**src/rtl/e203_nts_ctx_mover_pkg.sv**
```systemverilog
// Shared constants for the NTS context mover: RAM geometry, frame size and FSM state encoding.
package e203_nts_ctx_mover_pkg;

  // Mirrors the core defines for the NTS RAM instance in the SRAM wrapper.
  localparam int NTS_RAM_AW      = 6;
  localparam int NTS_RAM_DW      = 32;
  localparam int NTS_RAM_MW      = NTS_RAM_DW / 8;
  localparam int NTS_FRAME_WORDS = 16;

  localparam logic [1:0] ST_IDLE    = 2'd0;
  localparam logic [1:0] ST_SAVE    = 2'd1;
  localparam logic [1:0] ST_RESTORE = 2'd2;
  localparam logic [1:0] ST_RDRAIN  = 2'd3;

endpackage

```
**src/rtl/e203_nts_ctx_rdpipe.sv**
```systemverilog
// Read-return stage: tracks the word in flight from NTS RAM and steers it into the register file.
module e203_nts_ctx_rdpipe
  import e203_nts_ctx_mover_pkg::*;
#(
  parameter int DW = NTS_RAM_DW
) (
  input  logic          clk_i,
  input  logic          rst_ni,
  input  logic          rd_issue_i,
  input  logic [4:0]    rd_idx_i,
  input  logic [DW-1:0] ram_dout_i,
  output logic          rf_wr_en_o,
  output logic [4:0]    rf_wr_idx_o,
  output logic [DW-1:0] rf_wr_data_o
);

  logic       rd_vld_q;
  logic [4:0] rd_idx_q;

  always_ff @(posedge clk_i or negedge rst_ni) begin
    if (!rst_ni) rd_vld_q <= 1'b0;
    else         rd_vld_q <= rd_issue_i;
  end

  // Index is only meaningful while rd_vld_q is set, so it needs no reset.
  always_ff @(posedge clk_i) begin
    if (rd_issue_i) rd_idx_q <= rd_idx_i;
  end

  assign rf_wr_en_o   = rd_vld_q;
  assign rf_wr_idx_o  = rd_vld_q ? rd_idx_q   : '0;
  assign rf_wr_data_o = rd_vld_q ? ram_dout_i : '0;

endmodule

```
**src/rtl/e203_nts_ctx_mover.sv**
```systemverilog
// Context save/restore engine: streams NREG register-file words to/from a frame in NTS RAM.
module e203_nts_ctx_mover
  import e203_nts_ctx_mover_pkg::*;
#(
  parameter int AW   = NTS_RAM_AW,
  parameter int DW   = NTS_RAM_DW,
  parameter int MW   = NTS_RAM_MW,
  parameter int NREG = NTS_FRAME_WORDS,
  parameter int BASE = 0
) (
  input  logic          clk,
  input  logic          rst_n,
  input  logic          save_req,
  input  logic          restore_req,
  input  logic          frame_sel,
  output logic          busy,
  output logic          save_done,
  output logic          restore_done,
  output logic [4:0]    rf_rd_idx,
  input  logic [DW-1:0] rf_rd_data,
  output logic          rf_wr_en,
  output logic [4:0]    rf_wr_idx,
  output logic [DW-1:0] rf_wr_data,
  output logic          nts_ram_cs,
  output logic          nts_ram_we,
  output logic [AW-1:0] nts_ram_addr,
  output logic [MW-1:0] nts_ram_wem,
  output logic [DW-1:0] nts_ram_din,
  input  logic [DW-1:0] nts_ram_dout
);

  localparam int            CW          = (NREG > 1) ? $clog2(NREG) : 1;
  localparam logic [AW-1:0] FRAME0_BASE = AW'(BASE);
  localparam logic [AW-1:0] FRAME1_BASE = AW'(BASE + NREG);
  localparam logic [CW-1:0] LAST_CNT    = CW'(NREG - 1);

  // Write-back index is 5 bits wide, which bounds the frame size.
  if (NREG < 2 || NREG > 32 || NREG > (1 << AW)) begin : g_nreg_check
    $error("e203_nts_ctx_mover: NREG must lie in 2..min(32, 2**AW)");
  end

  logic [1:0]    state_q, state_d;
  logic [CW-1:0] cnt_q, cnt_d;
  logic          frame_q, frame_d;
  logic          save_done_q, save_done_d;
  logic          restore_done_q, restore_done_d;
  logic          rd_issue;
  logic [4:0]    cnt_idx;
  logic [AW-1:0] addr_w;
  logic          last_w;

  assign cnt_idx = 5'(cnt_q);
  assign addr_w  = (frame_q ? FRAME1_BASE : FRAME0_BASE) + AW'(cnt_q);
  assign last_w  = (cnt_q == LAST_CNT);

  always_comb begin
    state_d        = state_q;
    cnt_d          = cnt_q;
    frame_d        = frame_q;
    save_done_d    = 1'b0;
    restore_done_d = 1'b0;
    rd_issue       = 1'b0;
    rf_rd_idx      = '0;
    nts_ram_cs     = 1'b0;
    nts_ram_we     = 1'b0;
    nts_ram_addr   = '0;
    nts_ram_wem    = '0;
    nts_ram_din    = '0;
    case (state_q)
      ST_IDLE: begin
        // Save has priority; a simultaneous restore request is dropped.
        if (save_req || restore_req) begin
          state_d = save_req ? ST_SAVE : ST_RESTORE;
          cnt_d   = '0;
          frame_d = frame_sel;
        end
      end
      ST_SAVE: begin
        rf_rd_idx    = cnt_idx;
        nts_ram_cs   = 1'b1;
        nts_ram_we   = 1'b1;
        nts_ram_wem  = '1;
        nts_ram_addr = addr_w;
        nts_ram_din  = rf_rd_data;
        cnt_d        = last_w ? '0 : cnt_q + CW'(1);
        if (last_w) begin
          state_d     = ST_IDLE;
          save_done_d = 1'b1;
        end
      end
      ST_RESTORE: begin
        nts_ram_cs   = 1'b1;
        nts_ram_addr = addr_w;
        rd_issue     = 1'b1;
        cnt_d        = last_w ? '0 : cnt_q + CW'(1);
        if (last_w) state_d = ST_RDRAIN;
      end
      ST_RDRAIN: begin
        // Last read returns this cycle; done is flagged in the first idle cycle.
        state_d        = ST_IDLE;
        restore_done_d = 1'b1;
      end
      default: state_d = ST_IDLE;
    endcase
  end

  always_ff @(posedge clk or negedge rst_n) begin
    if (!rst_n) begin
      state_q        <= ST_IDLE;
      cnt_q          <= '0;
      frame_q        <= 1'b0;
      save_done_q    <= 1'b0;
      restore_done_q <= 1'b0;
    end else begin
      state_q        <= state_d;
      cnt_q          <= cnt_d;
      frame_q        <= frame_d;
      save_done_q    <= save_done_d;
      restore_done_q <= restore_done_d;
    end
  end

  assign busy         = (state_q != ST_IDLE);
  assign save_done    = save_done_q;
  assign restore_done = restore_done_q;

  e203_nts_ctx_rdpipe #(.DW(DW)) u_rdpipe (
    .clk_i        (clk),
    .rst_ni       (rst_n),
    .rd_issue_i   (rd_issue),
    .rd_idx_i     (cnt_idx),
    .ram_dout_i   (nts_ram_dout),
    .rf_wr_en_o   (rf_wr_en),
    .rf_wr_idx_o  (rf_wr_idx),
    .rf_wr_data_o (rf_wr_data)
  );

endmodule

```
**config.mk**
```make
export PLATFORM = sky130hd
export DESIGN_NAME = e203_nts_ctx_mover
export DESIGN_NICKNAME = d
export VERILOG_FILES = /design/src/rtl/e203_nts_ctx_mover_pkg.sv /design/src/rtl/e203_nts_ctx_rdpipe.sv /design/src/rtl/e203_nts_ctx_mover.sv
export SDC_FILE = /design/constraint.sdc
export NUM_CORES = 1
export LEC_CHECK = 0
export BUFFER_PORTS_ARGS = -buffer_cell sky130_fd_sc_hd__buf_4
export CORE_ASPECT_RATIO = 1.1
export CORE_MARGIN = 4
export CORE_UTILIZATION = 29
export DETAILED_ROUTE_END_ITERATION = 10
export PLACE_DENSITY = 0.78
export SETUP_SLACK_MARGIN = 0.3
export SYNTH_ARGS = -nofsm -noshare
export SYNTH_HDL_FRONTEND = slang
export SYNTH_SLANG_ARGS = --single-unit
export TNS_END_PERCENT = 10
```
**constraint.sdc**
```tcl
create_clock -name clk -period 1.5 [get_ports clk]
set_clock_uncertainty 0.15 [all_clocks]
set_input_delay 0.375 -clock clk [delete_from_list [all_inputs] [get_ports clk]]
set_output_delay 0.375 -clock clk [all_outputs]
set_load 0.03 [all_outputs]
```
# Word level (Yosys, flattened, before mapping)
# Index checks and enable logic that the tools add are counted.
# word_totals
ram_bits	0
latch_bits	0
output_inout_bits	90
n_memories	0
register_bits	14
input_bits	69
romBits	0
wordCells	45
# op_classes
n_div	0
addsub	2
muxes	21
n_eq_ne	7
n_shift	0
mul	0
n_bitwise	0
order_cmp	0
n_reduce_logical	8
# ops
op	count
$mux 32	2
$mux 4	5
$mux 2	4
$pmux 2 s4	1
$pmux 4 s2	1
$add 5x4->6	1
$mux 1	6
$mux 6	1
$ne 2x2->1 const B	3
$mux 5	1
$add 4x1->4 const B	1
$eq 2x2->1 const B	2
$eq 4x4->1 const B	1
$reduce_and 2->1	2
$reduce_bool 2->1	2
$reduce_and 3->1	1
$eq 2x1->1 const B	1
$logic_not 2->1	1
$reduce_or 2->1	1
$logic_or 1x1->1	1

# Depth between registers and ports, before layout
# Gate-level depths: netlist of run 1.
# logic_depth
depth_word	4
ltp_mapped	5
depth_no_buf	5

# Hierarchy
# A second synthesis of run 1 with hierarchy kept.
# hier_totals
cells_unflattened	143
hier_area_um2	1310.0
# modules_own_cells
mod	area_each_um2	cells_each	instances	seq_area_each_um2
e203_nts_ctx_mover	842.1	97	1	225.2
e203_nts_ctx_rdpipe	467.9	46	1	175.2

# Worst setup path after synthesis of run 1
# Ideal clock, no wire load.
# synth_path
path_type	reg-to-output
startpoint	register state_q[1]
endpoint	output port nts_ram_din[10]
t_required_ns	0.975
path_slack_ns	-0.582
path_stages_with_launch	5
arrival_ns	1.557
path_buffers	1
path_cell_list	dfrtp_1 -> inv_1 -> ha_1 -> clkbuf_1 -> and2_1
# synth_via
elab_chain_len	2
# synth_lines
element	line	text
from (decl)	e203_nts_ctx_mover.sv:42	logic [1:0] state_q, state_d;
from (signal assigned)	e203_nts_ctx_mover.sv:115	state_q <= state_d;
$eq 2x1->1	e203_nts_ctx_mover.sv:69	case (state_q)
$mux 32	e203_nts_ctx_mover.sv:69	
to (decl)	e203_nts_ctx_mover.sv:28	output logic [DW-1:0] nts_ram_din,
# No other way between the ends.

# Worst setup path after layout of run 1
# layout_path
startpoint	register state_q[1]
endpoint	output port nts_ram_cs
# layout_via
elab_chain_len	3
elab_cells_between_ends	4
cone_classes	eq/ne (2); mux (1); reduce/logical (1)
# layout_lines
element	line	text
$eq 2x2->1 / $eq 2x1->1 (equally long branches)	e203_nts_ctx_mover.sv:69	
$reduce_or 2->1 (no line) (*)	-	
$mux 1 (*)	e203_nts_ctx_mover.sv:69	
to (decl)	e203_nts_ctx_mover.sv:24	output logic nts_ram_cs,
# Every way passes the cells marked *; elsewhere a longest branch is shown, timed or not.

==> results.sh, run 1 <==
export IMPL_cp_arrival_ps=1360
export IMPL_fin_crit_ps=1880
export IMPL_grt_pass1_vias=1606
export IMPL_internal_power_mw=3.29
export IMPL_hold_violations=0
export IMPL_powerDensity_nw_per_um2=2010
export IMPL_dpl_cell_count=346
export IMPL_via_per_inst=4.32
export IMPL_final_util_pct=76.2
export IMPL_final_cells=362
export IMPL_floorplan_rows=24
export IMPL_fin_area_um2=3070
export IMPL_die_area_um2=5300
export IMPL_p_seq_share_pct=11.1
export IMPL_area_growth_pct=152
export IMPL_track_usage_pct=20.0
export IMPL_fin_tns_setup_ps=-21820
export IMPL_postRouteWirelength_um=5610
export IMPL_cts_sinks=14
export IMPL_core_um2=4020
export IMPL_finalSetupViolCount=90
export IMPL_status="complete, but fails checks"
export IMPL_numCtsBuffers=3
export IMPL_violations="setup timing"
export IMPL_startpoint_type="flop"
export IMPL_antenna_cells=0
export IMPL_fin_crit_sh_pct=126
export IMPL_critPathMaxFanout=6
export IMPL_async_reset_ff_share_pct=71.4
export IMPL_p_switching_mw=2.89
export IMPL_avgSynthCellArea_um2=8.77
export IMPL_grt_ovfl_total=0
export IMPL_path_clk_slew_ps=60
export IMPL_postPlaceCellArea_um2=2580
export IMPL_cp_end_kind="primary output"
export IMPL_total_power_mw=6.18
export IMPL_antenna_found_initial=0
export IMPL_nets=386
export IMPL_io_pins=159
export IMPL_fin_ws_ps=-384
export IMPL_die_h_um=76.0
export IMPL_finalMaxSlewViolations=0
export IMPL_synth_flop_cell="dfrtp_1"
export IMPL_num_vias=1563
export IMPL_yosys_warnings=0
export IMPL_layout_drive_gt1_share_pct=77.4
export IMPL_synth_cells=139
export IMPL_drc=0
export IMPL_die_x_um=69.8
export IMPL_floorplan_initialDensity_pct=30.3
export IMPL_ys_ff_latch=14
export IMPL_clockRootBuffer="clkbuf_8"
export IMPL_yosysSeqAreaShare_pct=30.4
export IMPL_path_class="flop to primary output"
export IMPL_cts_tree="done"
export IMPL_cts_max_level=1
export IMPL_syn_area_um2=1220
export IMPL_clock_tree_buffer_depth=2
export IMPL_grt_start_max_net_pins=36
export IMPL_drv_cap=0
export IMPL_crit_required_ps=970
export IMPL_synth_edf_count=4
export IMPL_drt_iter0_drc=33
export IMPL_whs_ps=213
export IMPL_grt_first_pass_wirelength_um=8610
export IMPL_port_buffers=155
export IMPL_p_leak_nw=1.61
export IMPL_wl_per_cell_um=15.5
export IMPL_place_ws_ps=-222
export IMPL_min_path_type="input pin to flop"
export IMPL_place_congestion=0.794
export IMPL_switching_share_pct=46.8
export IMPL_ant_nets=0
export IMPL_rsz0062_at_grt="yes"
export IMPL_combPwrFrac_pct=83.9
export IMPL_hpwl_um=4100
export IMPL_power_frac_clock_pct=5.0
export IMPL_ys_types=26
export IMPL_clk_latency_ps=240
export IMPL_drt_first_pass_iters=3
export IMPL_ir_drop_mv=1.41
export IMPL_fmax_mhz=531
==> repair_timing <==
| action | 4_1_cts | 5_1_grt |
|---|---|---|
| endpoints found under the setup margin | 99 | 100 |
| gates resized for setup | 87 | 11 |
| setup buffers | 10 | 1 |
| pin swaps | 7 | 2 |
| hold buffers | 1 | 0 |
| endpoints found under the hold margin | 10 | 0 |
==> cells by family (layout without fill, tap and decap cells) <==
| group | count (synthesis) | after routing | share of synthesized area (%) |
|---|---|---|---|
| muxes | 5 | 5 | 4.21 |
| other | 1 | 3 | 0.308 |
| buffers and inverters | 18 | 187 | 7.70 |
| adders and majority gates | 6 | 6 | 6.16 |
| DFF | 14 | 14 | 30.4 |
| and+or+nand+nor | 87 | 87 | 45.6 |
| AOI/OAI and AO/OA | 8 | 8 | 5.65 |
==> final cells by class <==
| class | instances | area [µm²] |
|---|---|---|
| fill | 276 | 956 |
| clock inverter | 1 | 3.75 |
| tap | 52 | 65.1 |
| multi-input combinational | 109 | 916 |
| inverter | 5 | 18.8 |
| clock buffer | 3 | 41.3 |
| timing repair buffer | 178 | 1650 |
| sequential | 14 | 370 |
==> cells in the final DEF (no fill, tap or decap), types with 2 or more instances in the layout <==
cell / count
and2_1: 31
and2_4: 44
edfxtp_1: 4
inv_1: 2
nand3_1: 2
dfrtp_1: 10
inv_2: 3
buf_4: 98
ha_1: 3
and2_2: 2
clkbuf_8: 3
mux2i_1: 4
buf_12: 2
ha_4: 2
buf_6: 77
conb_1: 3
o21ai_2: 2
==> worst max-delay path: stages (launching register included) <==
cell	delay, ps
dfrtp_1	360
inv_2	60
buf_6	120
ha_4	290
buf_4	150
buf_6	130
==> worst paths after layout <==
path	slack [ps]	startpoint	cells past startpoint	endpoint
setup / recovery	-380	state_q[1]	5	nts_ram_cs
hold / removal	210	frame_sel	2	frame_q
setup reg to reg	-290	state_q[1]	7	state_q[0]
hold reg to reg	360	frame_q	1	frame_q
max in group asynchronous	700	rst_n	2	state_q[0]
min in group asynchronous	360	rst_n	2	frame_q
==> registers in the layout, summed over array words and instances, names as in the netlist <==
signal and cells:
u_rdpipe.rd_idx_q 4, restore_done 1, cnt_q 4, state_q 2, u_rdpipe.rf_wr_en_o 1, save_done 1
frame_q 1
==> layer usage <==
metal,routed length [µm],vias up,global-route usage [%]
met3,416,10,4.09
met5,0,-,0
met1,2010,692,22.4
met4,60,0,3.07
li1,-,780,-
met2,3130,81,38.8
==> power by group through the flow <==
stage	sequential [mW]	combinational (mW)	clock, mW
2_1_floorplan	0.715	2.83	0
3_3_place_gp	0.677	4.26	0
3_5_place_dp	0.683	4.29	0
4_1_cts	0.680	5.10	0.315
5_1_grt	0.701	5.48	0.334
6_report	0.683	5.19	0.310
==> cells in the mapped netlist, types with 2 or more instances <==
master / count / share of area [%]
and2_1: 77 / 40
dfrtp_1: 10 / 21
buf_4: 7 / 4.3
clkbuf_1: 6 / 1.8
ha_1: 6 / 6.2
inv_1: 5 / 1.5
edfxtp_1: 4 / 9.9
mux2i_1: 4 / 3.3
nand3_1: 2 / 0.82
nor4b_1: 2 / 1.4
Note: power is estimated with default switching activity, not from simulation.
==> run 2, diff against run 1 <==
--- a/config.mk
+++ b/config.mk
@@ -6,11 +6,14 @@
 export NUM_CORES = 1
 export LEC_CHECK = 0
 export BUFFER_PORTS_ARGS = -buffer_cell sky130_fd_sc_hd__buf_4
+export CELL_PAD_IN_SITES_DETAIL_PLACEMENT = 0
+export CELL_PAD_IN_SITES_GLOBAL_PLACEMENT = 1
 export CORE_ASPECT_RATIO = 1.1
 export CORE_MARGIN = 4
-export CORE_UTILIZATION = 29
+export CORE_UTILIZATION = 18
 export DETAILED_ROUTE_END_ITERATION = 10
-export PLACE_DENSITY = 0.78
+export PLACE_DENSITY_LB_ADDON = 0.1
+export RECOVER_POWER = 50
 export SETUP_SLACK_MARGIN = 0.3
 export SYNTH_ARGS = -nofsm -noshare
 export SYNTH_HDL_FRONTEND = slang
==> results.sh, run 2 (synthesis results as in run 1) <==
export IMPL_antenna_found_initial=0
export IMPL_cp_endpoint="nts_ram_addr[2]"
export IMPL_path_clk_slew_ps=60
export IMPL_hpwl_um=4210
export IMPL_path_class="flop to primary output"
export IMPL_r2r_slack_ps=-160
export IMPL_min_from="frame_sel"
export IMPL_drc=0
export IMPL_powerDensity_nw_per_um2=1990
export IMPL_finalMaxSlewViolations=0
export IMPL_r2r_end="cnt_q[2]"
export IMPL_r2r_start="state_q[1]"
export IMPL_die_area_um2=8150
export IMPL_fin_ws_ps=-408
export IMPL_hold_violations=0
export IMPL_critical_path_max_stage_delay_ps=360
export IMPL_grt_start_max_net_pins=36
export IMPL_tightest_slew_ps=614
export IMPL_grt_pass1_vias=1529
export IMPL_postRouteWirelength_um=5540
export IMPL_cp_end_kind="primary output"
export IMPL_violations="setup timing"
export IMPL_layout_drive_gt1_share_pct=75.6
export IMPL_drt_iter0_drc=8
export IMPL_wl_per_cell_um=14.2
export IMPL_die_x_um=86.5
export IMPL_clockRootBuffer="clkbuf_8"
export IMPL_multiInputGateArea_um2=900
export IMPL_rsz0062_at_grt="yes"
export IMPL_num_vias=1565
export IMPL_cts_tree="done"
export IMPL_cp_arrival_ps=1380
export IMPL_slew_headroom_pct=59.1
export IMPL_clock_tree_buffer_depth=2
export IMPL_track_usage_pct=11.9
export IMPL_drt_first_pass_iters=4
export IMPL_nets=384
export IMPL_fmax_mhz=524
export IMPL_reg2reg_depth=6
export IMPL_fillers=648
export IMPL_final_util_pct=47.8
export IMPL_layout_common_cells="buf_6 (88), buf_4 (82), and2_4 (40)"
export IMPL_cp_slowest_cell="dfrtp_1"
export IMPL_drv_cap=0
export IMPL_startpoint_type="flop"
export IMPL_critPathMostFrequentCell="buf_6"
export IMPL_core_um2=6590
export IMPL_ant_nets=0
export IMPL_crit_required_ps=970
export IMPL_critPathMaxFanout=8
export IMPL_cts_sinks=14
export IMPL_fin_crit_sh_pct=127
export IMPL_largestRegisters="cnt_q (4), u_rdpipe.rd_idx_q (4), state_q (2)"
export IMPL_die_h_um=94.3
export IMPL_cts_max_level=1
export IMPL_ir_drop_mv=1.37
export IMPL_place_congestion=0.710
export IMPL_floorplan_rows=31
export IMPL_port_buffers=155
export IMPL_clk_latency_ps=240
export IMPL_numCtsBuffers=3
export IMPL_grt_first_pass_wirelength_um=7850
export IMPL_layout_commonest_cell="buf_6"
export IMPL_finalSetupViolCount=91
export IMPL_cp_cell_sequence="inv_2 > buf_6 > ha_4 > and2_4 > buf_6"
export IMPL_via_per_inst=4.01
export IMPL_min_path_type="input pin to flop"
export IMPL_grt_ovfl_total=0
export IMPL_fin_crit_ps=1910
export IMPL_p_leak_nw=1.61
export IMPL_io_pins=159
export IMPL_crit_start="state_q[1]"
export IMPL_seq_area_um2=370
export IMPL_antenna_cells=0
export IMPL_whs_ps=210
export IMPL_area_growth_pct=158
export IMPL_floorplan_initialDensity_pct=18.5
export IMPL_status="complete, but fails checks"
==> run 2: changes by cell type in the layout (fill, tap and decap cells not counted), sizes merged <==
cell / previous run / this run
buf: 177 / 173
clkbuf: 3 / 6
clkinv: 1 / 0
==> run 2: layout make-up <==
cell class | count | area share (%)
Clock buffer | 4 | 1.75
Tap cell | 82 | 3.26
Multi-Input combinational cell | 109 | 28.6
Inverter | 5 | 0.675
Sequential cell | 14 | 11.8
Timing Repair Buffer | 176 | 54.0
==> run 2: worst min path at each step <==
stage | end | cells past startpoint | slack (ps)
after floorplan | cnt_q[0] | 0 | -70
after global placement | frame_q | 1 | 70
after detailed placement | frame_q | 1 | 70
after CTS | frame_q | 2 | 210
after global routing | frame_q | 2 | 210
final | frame_q | 2 | 210
==> run 2: critical path, delay by kind of cell (launching register included) <==
kind | cells | cell delay (ps)
adder cells (fa/ha/maj) | 1 | 310
buffers and inverters | 3 | 300
flip-flops | 1 | 360
AND/OR/NAND/NOR | 1 | 160
==> run 2: routing by layer <==
metal	share of wire [%]	vias up	GRT usage [%]	wire length, µm
li1	-	771	-	-
met4	0.81	0	2.47	45
met5	0	-	0	0
met3	8.8	6	2.11	490
met2	55	89	23.5	3070
met1	35	699	13.0	1930
==> run 2: what timing repair did <==
item                                   in CTS  in global routing
endpoints found under the hold margin      10                  0
pin swaps                                   7                  0
hold buffers                                1                  0
cloned                                      0                  1
gates resized for setup                    81                 25
setup endpoints to repair                  99                101
setup buffers                               7                  0
==> run 2: where the power goes <==
part	internal (mW)	switching, mW
Combinational	2.57	2.66
Sequential	0.561	0.116
Clock	0.232	0.137
==> run 2: stage by stage <==
| stage | setup WS, ps | power [mW] | TNS [ps] | instances | cell area, µm² |
|---|---|---|---|---|---|
| 2_1_floorplan | -161 | 3.55 | -10920 | 141 | 1370 |
| 3_3_place_gp | -288 | 5.08 | -11240 | 377 | 2630 |
| 3_5_place_dp | -306 | 5.05 | -12140 | 377 | 2630 |
| 4_1_cts | -419 | 6.08 | -23030 | 389 | 3040 |
| 5_1_grt | -473 | 6.61 | -28460 | 390 | 3150 |
| 6_report | -408 | 6.27 | -23180 | 390 | 3150 |
